**config.mk**
```make
export PLATFORM = sky130hd
export DESIGN_NAME = rs_enc_ctrl
export DESIGN_NICKNAME = d
export VERILOG_FILES = /design/src/rtl/rs_enc_ctrl.sv
export SDC_FILE = /design/constraint.sdc
export NUM_CORES = 1
export LEC_CHECK = 0
export ABC_AREA = 1
export CORE_UTILIZATION = 45
export CTS_BUF_LIST = sky130_fd_sc_hd__clkbuf_4
export DETAILED_ROUTE_END_ITERATION = 6
export PLACE_DENSITY_LB_ADDON = 0.05
export SLEW_MARGIN = 20
export SYNTH_ARGS = -nofsm -noshare
export SYNTH_HDL_FRONTEND = slang
export SYNTH_SLANG_ARGS = --single-unit
```
**constraint.sdc**
```tcl
create_clock -name clk -period 4.2 [get_ports clk]
set_clock_uncertainty 0.2 [all_clocks]
set_input_delay 0.84 -clock clk [delete_from_list [all_inputs] [get_ports clk]]
set_output_delay 0.84 -clock clk [all_outputs]
set_load 0.05 [all_outputs]
```
**src/rtl/rs_enc_ctrl.sv**
```systemverilog
`default_nettype none
// +----------------------------------------------------------------------------+
// | Module      : rs_enc_ctrl                                                  |
// | Description : Streaming systematic RS(255-style) encoder, GF(2^8) 0x11D,   |
// |               6 parity symbols. RS_ENC_SHORTEN_EN adds runtime msg_len.   |
// | Revision    : 1.0 - initial release                                        |
// +----------------------------------------------------------------------------+
module rs_enc_ctrl #(
    parameter int MSG_LEN = 249
) (
    input  logic       clk,
    input  logic       rst,
    input  logic       in_valid,
    output logic       in_ready,
    input  logic [7:0] in_data,
`ifdef RS_ENC_SHORTEN_EN
    input  logic [7:0] msg_len,
`endif
    output logic       out_valid,
    input  logic       out_ready,
    output logic [7:0] out_data,
    output logic       out_parity,
    output logic       out_last
);

    localparam logic [1:0] c_st_idle = 2'd0;
    localparam logic [1:0] c_st_data = 2'd1;
    localparam logic [1:0] c_st_par  = 2'd2;

    localparam logic [7:0] c_msg_len = 8'(MSG_LEN);
    localparam logic [7:0] c_len_max = 8'd249;
    localparam logic [2:0] c_par_end = 3'd5;

    // Index i holds generator coefficient g_i (g0 = 0x75 ... g5 = 0x7E).
    localparam logic [5:0][7:0] c_gen = {8'h7E, 8'h04, 8'h9E, 8'h1C, 8'h31, 8'h75};

    function automatic logic [7:0] gf_mul(input logic [7:0] a, input logic [7:0] k);
        logic [7:0] v_acc;
        logic [7:0] v_sh;
        v_acc = 8'h00;
        v_sh  = a;
        for (int i = 0; i < 8; i++) begin
            if (k[i]) v_acc = v_acc ^ v_sh;
            v_sh = {v_sh[6:0], 1'b0} ^ (v_sh[7] ? 8'h1D : 8'h00);
        end
        return v_acc;
    endfunction

    logic [1:0]       r_state;
    logic [7:0]       r_sym_cnt;
    logic [2:0]       r_par_cnt;
    logic [7:0]       r_lfsr [6];
    logic             r_out_valid;
    logic [7:0]       r_out_data;
    logic             r_out_parity;
    logic             r_out_last;

    logic             w_free;
    logic             w_accept;
    logic [7:0]       w_fb;
    logic [5:0][7:0]  w_prod;
    logic [7:0]       w_cnt_next;
    logic [7:0]       w_len_first;
    logic [7:0]       w_len_data;

    assign w_free     = !r_out_valid || out_ready;
    assign in_ready   = (r_state != c_st_par) && w_free;
    assign w_accept   = in_valid && in_ready;
    assign w_fb       = in_data ^ r_lfsr[5];
    assign w_cnt_next = r_sym_cnt + 8'd1;

    genvar gi;
    generate
        for (gi = 0; gi < 6; gi++) begin : g_gmul
            assign w_prod[gi] = gf_mul(w_fb, c_gen[gi]);
        end
    endgenerate

`ifdef RS_ENC_SHORTEN_EN
    logic [7:0] r_len;

    // Out-of-range runtime lengths fall back to the configured length.
    assign w_len_first = ((msg_len == 8'd0) || (msg_len > c_len_max)) ? c_msg_len : msg_len;
    assign w_len_data  = r_len;

    always_ff @(posedge clk or posedge rst) begin
        if (rst) begin
            r_len <= c_msg_len;
        end else if (w_accept && (r_state == c_st_idle)) begin
            r_len <= w_len_first;
        end
    end
`else
    assign w_len_first = c_msg_len;
    assign w_len_data  = c_msg_len;
`endif

    always_ff @(posedge clk or posedge rst) begin
        if (rst) begin
            r_state      <= c_st_idle;
            r_sym_cnt    <= 8'd0;
            r_par_cnt    <= 3'd0;
            for (int i = 0; i < 6; i++) r_lfsr[i] <= 8'h00;
            r_out_valid  <= 1'b0;
            r_out_data   <= 8'h00;
            r_out_parity <= 1'b0;
            r_out_last   <= 1'b0;
        end else if (w_accept) begin
            r_lfsr[0] <= w_prod[0];
            for (int i = 1; i < 6; i++) r_lfsr[i] <= r_lfsr[i-1] ^ w_prod[i];
            r_out_valid  <= 1'b1;
            r_out_data   <= in_data;
            r_out_parity <= 1'b0;
            r_out_last   <= 1'b0;
            if (r_state == c_st_idle) begin
                r_sym_cnt <= 8'd1;
                r_state   <= (w_len_first == 8'd1) ? c_st_par : c_st_data;
            end else begin
                r_sym_cnt <= w_cnt_next;
                if (w_cnt_next == w_len_data) r_state <= c_st_par;
            end
        end else if ((r_state == c_st_par) && w_free) begin
            // Drain the remainder highest degree first, zero-filling behind it.
            r_out_valid  <= 1'b1;
            r_out_data   <= r_lfsr[5];
            r_out_parity <= 1'b1;
            r_out_last   <= (r_par_cnt == c_par_end);
            r_lfsr[0]    <= 8'h00;
            for (int i = 1; i < 6; i++) r_lfsr[i] <= r_lfsr[i-1];
            if (r_par_cnt == c_par_end) begin
                r_par_cnt <= 3'd0;
                r_sym_cnt <= 8'd0;
                r_state   <= c_st_idle;
            end else begin
                r_par_cnt <= r_par_cnt + 3'd1;
            end
        end else if (out_ready) begin
            r_out_valid <= 1'b0;
        end
    end

    assign out_valid  = r_out_valid;
    assign out_data   = r_out_data;
    assign out_parity = r_out_parity;
    assign out_last   = r_out_last;

endmodule
`default_nettype wire

```
; After elaboration in Yosys (flattened, before gate mapping)
; Index checks and enable logic that the tools add are counted.
[classes]
n_reduce_logical = 12
n_eq_ne = 5
bitwise_logic = 28
add_sub_neg = 2
n_mux = 28
[ops]
columns = cell, count
row1 = XOR 8 bit, 21
row2 = 2-to-1 mux 48 bit, 2
row3 = 2-to-1 mux 8 bit, 6
row4 = XOR 8 x 5 -> 8 bit, 6
row5 = 2-to-1 mux 5 bit, 7
row6 = 2-to-1 mux 2 bit, 5
row7 = "adder 8 x 1 -> 8 bit, second input constant", 1
row8 = "equality test 8 bit, second input constant", 1
row9 = 2-to-1 mux 1 bit, 7
row10 = AND reduction 2 bit, 2
row11 = nonzero test 2 bit, 2
row12 = "adder 3 x 1 -> 3 bit, second input constant", 1
row13 = "equality test 3 bit, second input constant", 1
row14 = logical AND 1 bit, 3
row15 = 2-to-1 mux 3 bit, 1
row16 = "!= test 3 x 1 -> 1 bit, second input constant", 1
row17 = AND reduction 3 bit, 1
row18 = nonzero test 3 bit, 1
row19 = "equality test 2 bit, second input constant", 1
row20 = logical NOT 2 bit, 1
row21 = "!= test 2 bit, second input constant", 1
row22 = logical NOT 1 bit, 1
row23 = logical OR 1 bit, 1
row24 = NOT 1 bit, 1
[totals]
input_bits = 12
elab_cells = 88
register_bits = 72
output_inout_bits = 12

; Longest topological paths before layout
[logic_depth]
word_depth = 18
depth_mapped = 18
ltp_nobuf = 17

; Worst setup path after synthesis
; OpenSTA, ideal clock, no wires.
[synth_timing]
path_kind = input-to-reg
startpoint = input out_ready
endpoint = register r_out_data[0], in the netlist out_data[0]
slack_ns = 1.404
n_path_buf = 2
path_stages = 11
arrival_ns = 2.454
setup_time_ns = 0.142
required_time_ns = 3.858
path_cell_list = inv_1 -> nand2_1 -> o21ai_0 -> inv_1 -> nand2_1 -> nand2_1 -> inv_1 -> buf_6 -> clkbuf_1 -> nand2_1 -> o221ai_1
[synth_via]
elab_chain_len = 4
word_cells_on_any_way = 6
cone_classes = mux: 1 / reduce/logical: 5
[synth_lines]
columns = element, line
row1 = start: declaration, 20  ; input logic out_ready,
row2 = logical OR 1 bit (*), 66  ; assign w_free = !r_out_valid || out_ready;
row3 = logical AND 1 bit (*), 67  ; assign in_ready = (r_state != c_st_par) && w_free;
row4 = via in_ready, 14  ; output logic in_ready,
row5 = logical AND 1 bit (*), 68  ; assign w_accept = in_valid && in_ready;
row6 = 2-to-1 mux 8 bit / nonzero test 2 bit (equally long branches), n/a
row7 = end signal: assignment, 112  ; r_out_data <= in_data;
row8 = end signal: assignment, 125  ; r_out_data <= r_lfsr[5];
row9 = end: declaration, 54  ; logic [7:0] r_out_data;
; Mark *: on every way through the listed nets, which the timed path passes. The rest lies on a longest branch.
; A chain may end at the register's enable or synchronous reset.

; Worst setup path after layout
[layout_timing]
startpoint = input out_ready
endpoint = output in_ready
[layout_via]
elab_chain_len = 2
[layout_lines]
columns = element, line
row1 = logical OR 1 bit, 66
row2 = logical AND 1 bit, 67
row3 = end: declaration, 14
; No other way between the ends.

==> out/summary.log <==
[synth] post-synthesis instance area 4620 µm²
[place] number of I/O port buffers 23
[timing] unrepaired setup endpoints after global routing false
[pwr] cell area power density 854 nW/µm²
[clock_tree] clock-pin slew on the worst setup and hold paths 0.12 ns
[die] Initial Utilization 46.8%
[outcome] result of the run finished clean
[clock_tree] total setup buffers inserted after CTS 0
[flow_run] number of max-cap violations 0
[routing] Pre-antenna DRT Iters 5
[die] area of the core region 9860 µm²
[clock_tree] post-CTS resize count 0
[global_route] met1 routing resource usage after global routing 34.2%
[routing] post-route DRC violation count 0
[global_route] global-route wire length before repair 19700 µm
[die] Top Ports 24
[clock_tree] number of clock sinks 72
[place] Placed Area 5000 µm²
[layout] Finished Core Util 52.0%
[synth] Cells after Synth 634
[routing] WL per Instance 15.4 µm
[place] final weighted congestion in routability-driven placement 1.01
[clock_tree] CTS Buf Count 9
[global_route] initial antenna violation count 0
[routing] Routed WL 12300 µm
[layout] number of nets in the final layout 674
[timing] Period Utilization, post-route 84.7%
[global_route] GR Layer Usage met3 5.38%
[global_route] pin count of the biggest net entering global routing 41
[setup_path] data required time at the worst endpoint 3.16 ns
[routing] total via count after detailed routing 4302
[worst_hold_path] min-delay worst type register to register
[clock_tree] CTS HTree Levels 3
[global_route] met2 track utilization from global routing 40.0%
[timing] Setup TNS Final 0 ns
[pwr] Peak VDD IR 0.000311 V
[layout] synthesis-to-finish area growth 11.1%
[die] overall die area 10700 µm²
[setup_path] kind of end point of the critical path output pin
[setup_path] crit path launch type input port
[global_route] vias in the first global route 3861
[global_route] total gr overflow 0
[clock_tree] root buffer cell sky130_fd_sc_hd__clkbuf_4
[timing] max_slew headroom 57.1%
[setup_path] Worst Path Class, Setup input port to output pin
[synth] Ys Warns 0
[synth] Mapped Avg Cell Area 7.29 µm²
[timing] Max Slew Vio Count 0
[synth] number of synthesized register bits 72
[layout] most common library cell in the layout ignoring fill and taps sky130_fd_sc_hd__nand2_1
[layout] highest-count cells in the layout ignoring fill and taps sky130_fd_sc_hd__nand2_1, sky130_fd_sc_hd__nand3_1, sky130_fd_sc_hd__dfrtp_1
[layout] total inserted antenna cells 0
[die] x dimension of the die 103 µm
[die] die extent in y 103 µm
[place] half-perimeter wire length of the detailed placement result 8990 µm
[die] number of core rows 36
[clock_tree] clock latency at the later pin of the worst-skew pair 0.47 ns
[setup_path] CP max FO 7
[setup_path] arrival time reported for the critical path endpoint 2.52 ns
[routing] initial detailed-routing violation count 244
[timing] clock period minus final worst setup slack 3.56 ns
[synth] number of distinct standard cells referenced by the synthesized netlist 34
[timing] min setup slack post-route 0.642 ns
[clock_tree] worst-case clock buffer depth 2
[place] worst-case setup slack after placement 0.609 ns
[pwr] static leakage 0.00250 µW
[routing] mean number of vias per cell 5.39
[timing] Final setup viols 0
[global_route] grt peak-use layer met2
[timing] Least-Margin Pin Slew 0.643 ns
[pwr] total chip power 4380 µW
[clock_tree] post-cts hold buffer count 0
[layout] share of post-route cells with drive strength above 1 6.32%
[clock_tree] CTS tree built
[timing] achievable clock frequency 0.281 GHz
[layout] Non-Filler Cell Area, Final 5130 µm²
[global_route] GRT Total Usage 25.2%
[synth] sequential share of the synthesized area 39.0%
[layout] Filler cells 947
[synth] syn_nets 648
[timing] count of endpoints failing hold in the final timing report 0
[routing] residual antenna-violating net count after detailed routing 0
==> cells in the mapped netlist, drive strengths merged <==
cell | count | share of area (%)
nand2 | 241 | 20
nand3 | 73 | 7.9
dfrtp | 72 | 39
inv | 50 | 4.1
o21ai | 45 | 4.9
xor2 | 41 | 8.4
nor2 | 18 | 1.5
o211ai | 17 | 2.8
clkbuf | 14 | 1.4
a21oi | 12 | 1.3
xnor2 | 10 | 2.1
nand4 | 7 | 0.95
buf | 6 | 1.2
o221ai | 6 | 1.1
nor3 | 4 | 0.43
o22ai | 4 | 0.54
a31oi | 2 | 0.27
a32o | 2 | 0.43
ha | 2 | 0.54
a21boi | 1 | 0.16
a22o | 1 | 0.19
clkinv | 1 | 0.081
nand3b | 1 | 0.16
o21a | 1 | 0.16
o21bai | 1 | 0.16
o311ai | 1 | 0.19
or2 | 1 | 0.14
==> power by group <==
group	leakage, µW	internal [µW]	switching, µW
Combinational	0.00153	918	1850
Sequential	0.000892	965	209
Clock	0.0000719	185	259
==> per-stage QoR <==
| step | instances | hold slack [ns] |
|---|---|---|
| 2_1_floorplan | 634 | 0.262 |
| 6_report | 798 | 0.283 |
| 3_5_place_dp | 782 | 0.259 |
| 4_1_cts | 798 | 0.291 |
| 5_1_grt | 798 | 0.320 |
| 3_3_place_gp | 782 | 0.255 |
==> worst paths after layout <==
| path | start | to | slack [ns] | cells past startpoint |
|---|---|---|---|---|
| hold reg to reg | out_last$_DFFE_PP0P_ | out_last$_DFFE_PP0P_ | 0.28 | 2 |
| min in group asynchronous | rst | r_lfsr[1]$_DFFE_PP0P_ | 0.55 | 2 |
| max in group asynchronous | rst | r_lfsr[43]$_DFFE_PP0P_ | 2.46 | 3 |
| setup / recovery | out_ready | in_ready | 0.64 | 6 |
| setup reg to reg | r_lfsr[6]$_DFFE_PP0P_ | r_lfsr[17]$_DFFE_PP0P_ | 1.48 | 12 |
| hold / removal | out_last$_DFFE_PP0P_ | out_last$_DFFE_PP0P_ | 0.28 | 2 |
==> critical path, cell delays in order <==
cell and delay (ns):
sky130_fd_sc_hd__clkdlybuf4s50_1 0.45, sky130_fd_sc_hd__inv_1 0.04, sky130_fd_sc_hd__nand2_1 0.17, sky130_fd_sc_hd__o21ai_0 0.13, sky130_fd_sc_hd__inv_1 0.09, sky130_fd_sc_hd__clkdlybuf4s50_1 0.80
==> area by class of cell <==
cell class	count	area (µm²)	area share, %
sequential	72	1800	35.1
clock inverter	6	58.8	1.15
timing repair buffer	35	333	6.48
clock buffer	10	75.1	1.46
multi-input combinational	491	2510	48.8
inverter	51	191	3.73
tap	133	166	3.24
==> sequential cells by signal (all words and copies together), names as in the netlist <==
signal	cells
out_parity	1
r_sym_cnt	8
r_lfsr	48
out_data	8
out_valid	1
r_par_cnt	3
out_last	1
r_state	2
==> cells by family (layout without fill, tap and decap cells) <==
family | Yosys count | count (layout) | synth area share, %
AO/OA/AOI/OAI | 93 | 93 | 12.2
XOR/XNOR | 51 | 51 | 10.5
adder cells (fa/ha/maj) | 2 | 2 | 0.541
buffers and inverters | 71 | 102 | 6.74
flip-flops | 72 | 72 | 39.0
AND/OR/NAND/NOR | 345 | 345 | 31.1
==> layer usage <==
layer,vias to the layer above,wire length (µm)
met5,-,0
met2,93,5620
met3,19,538
met1,2056,5860
li1,2134,-
met4,0,231
Power figures use the tool's default switching activity.
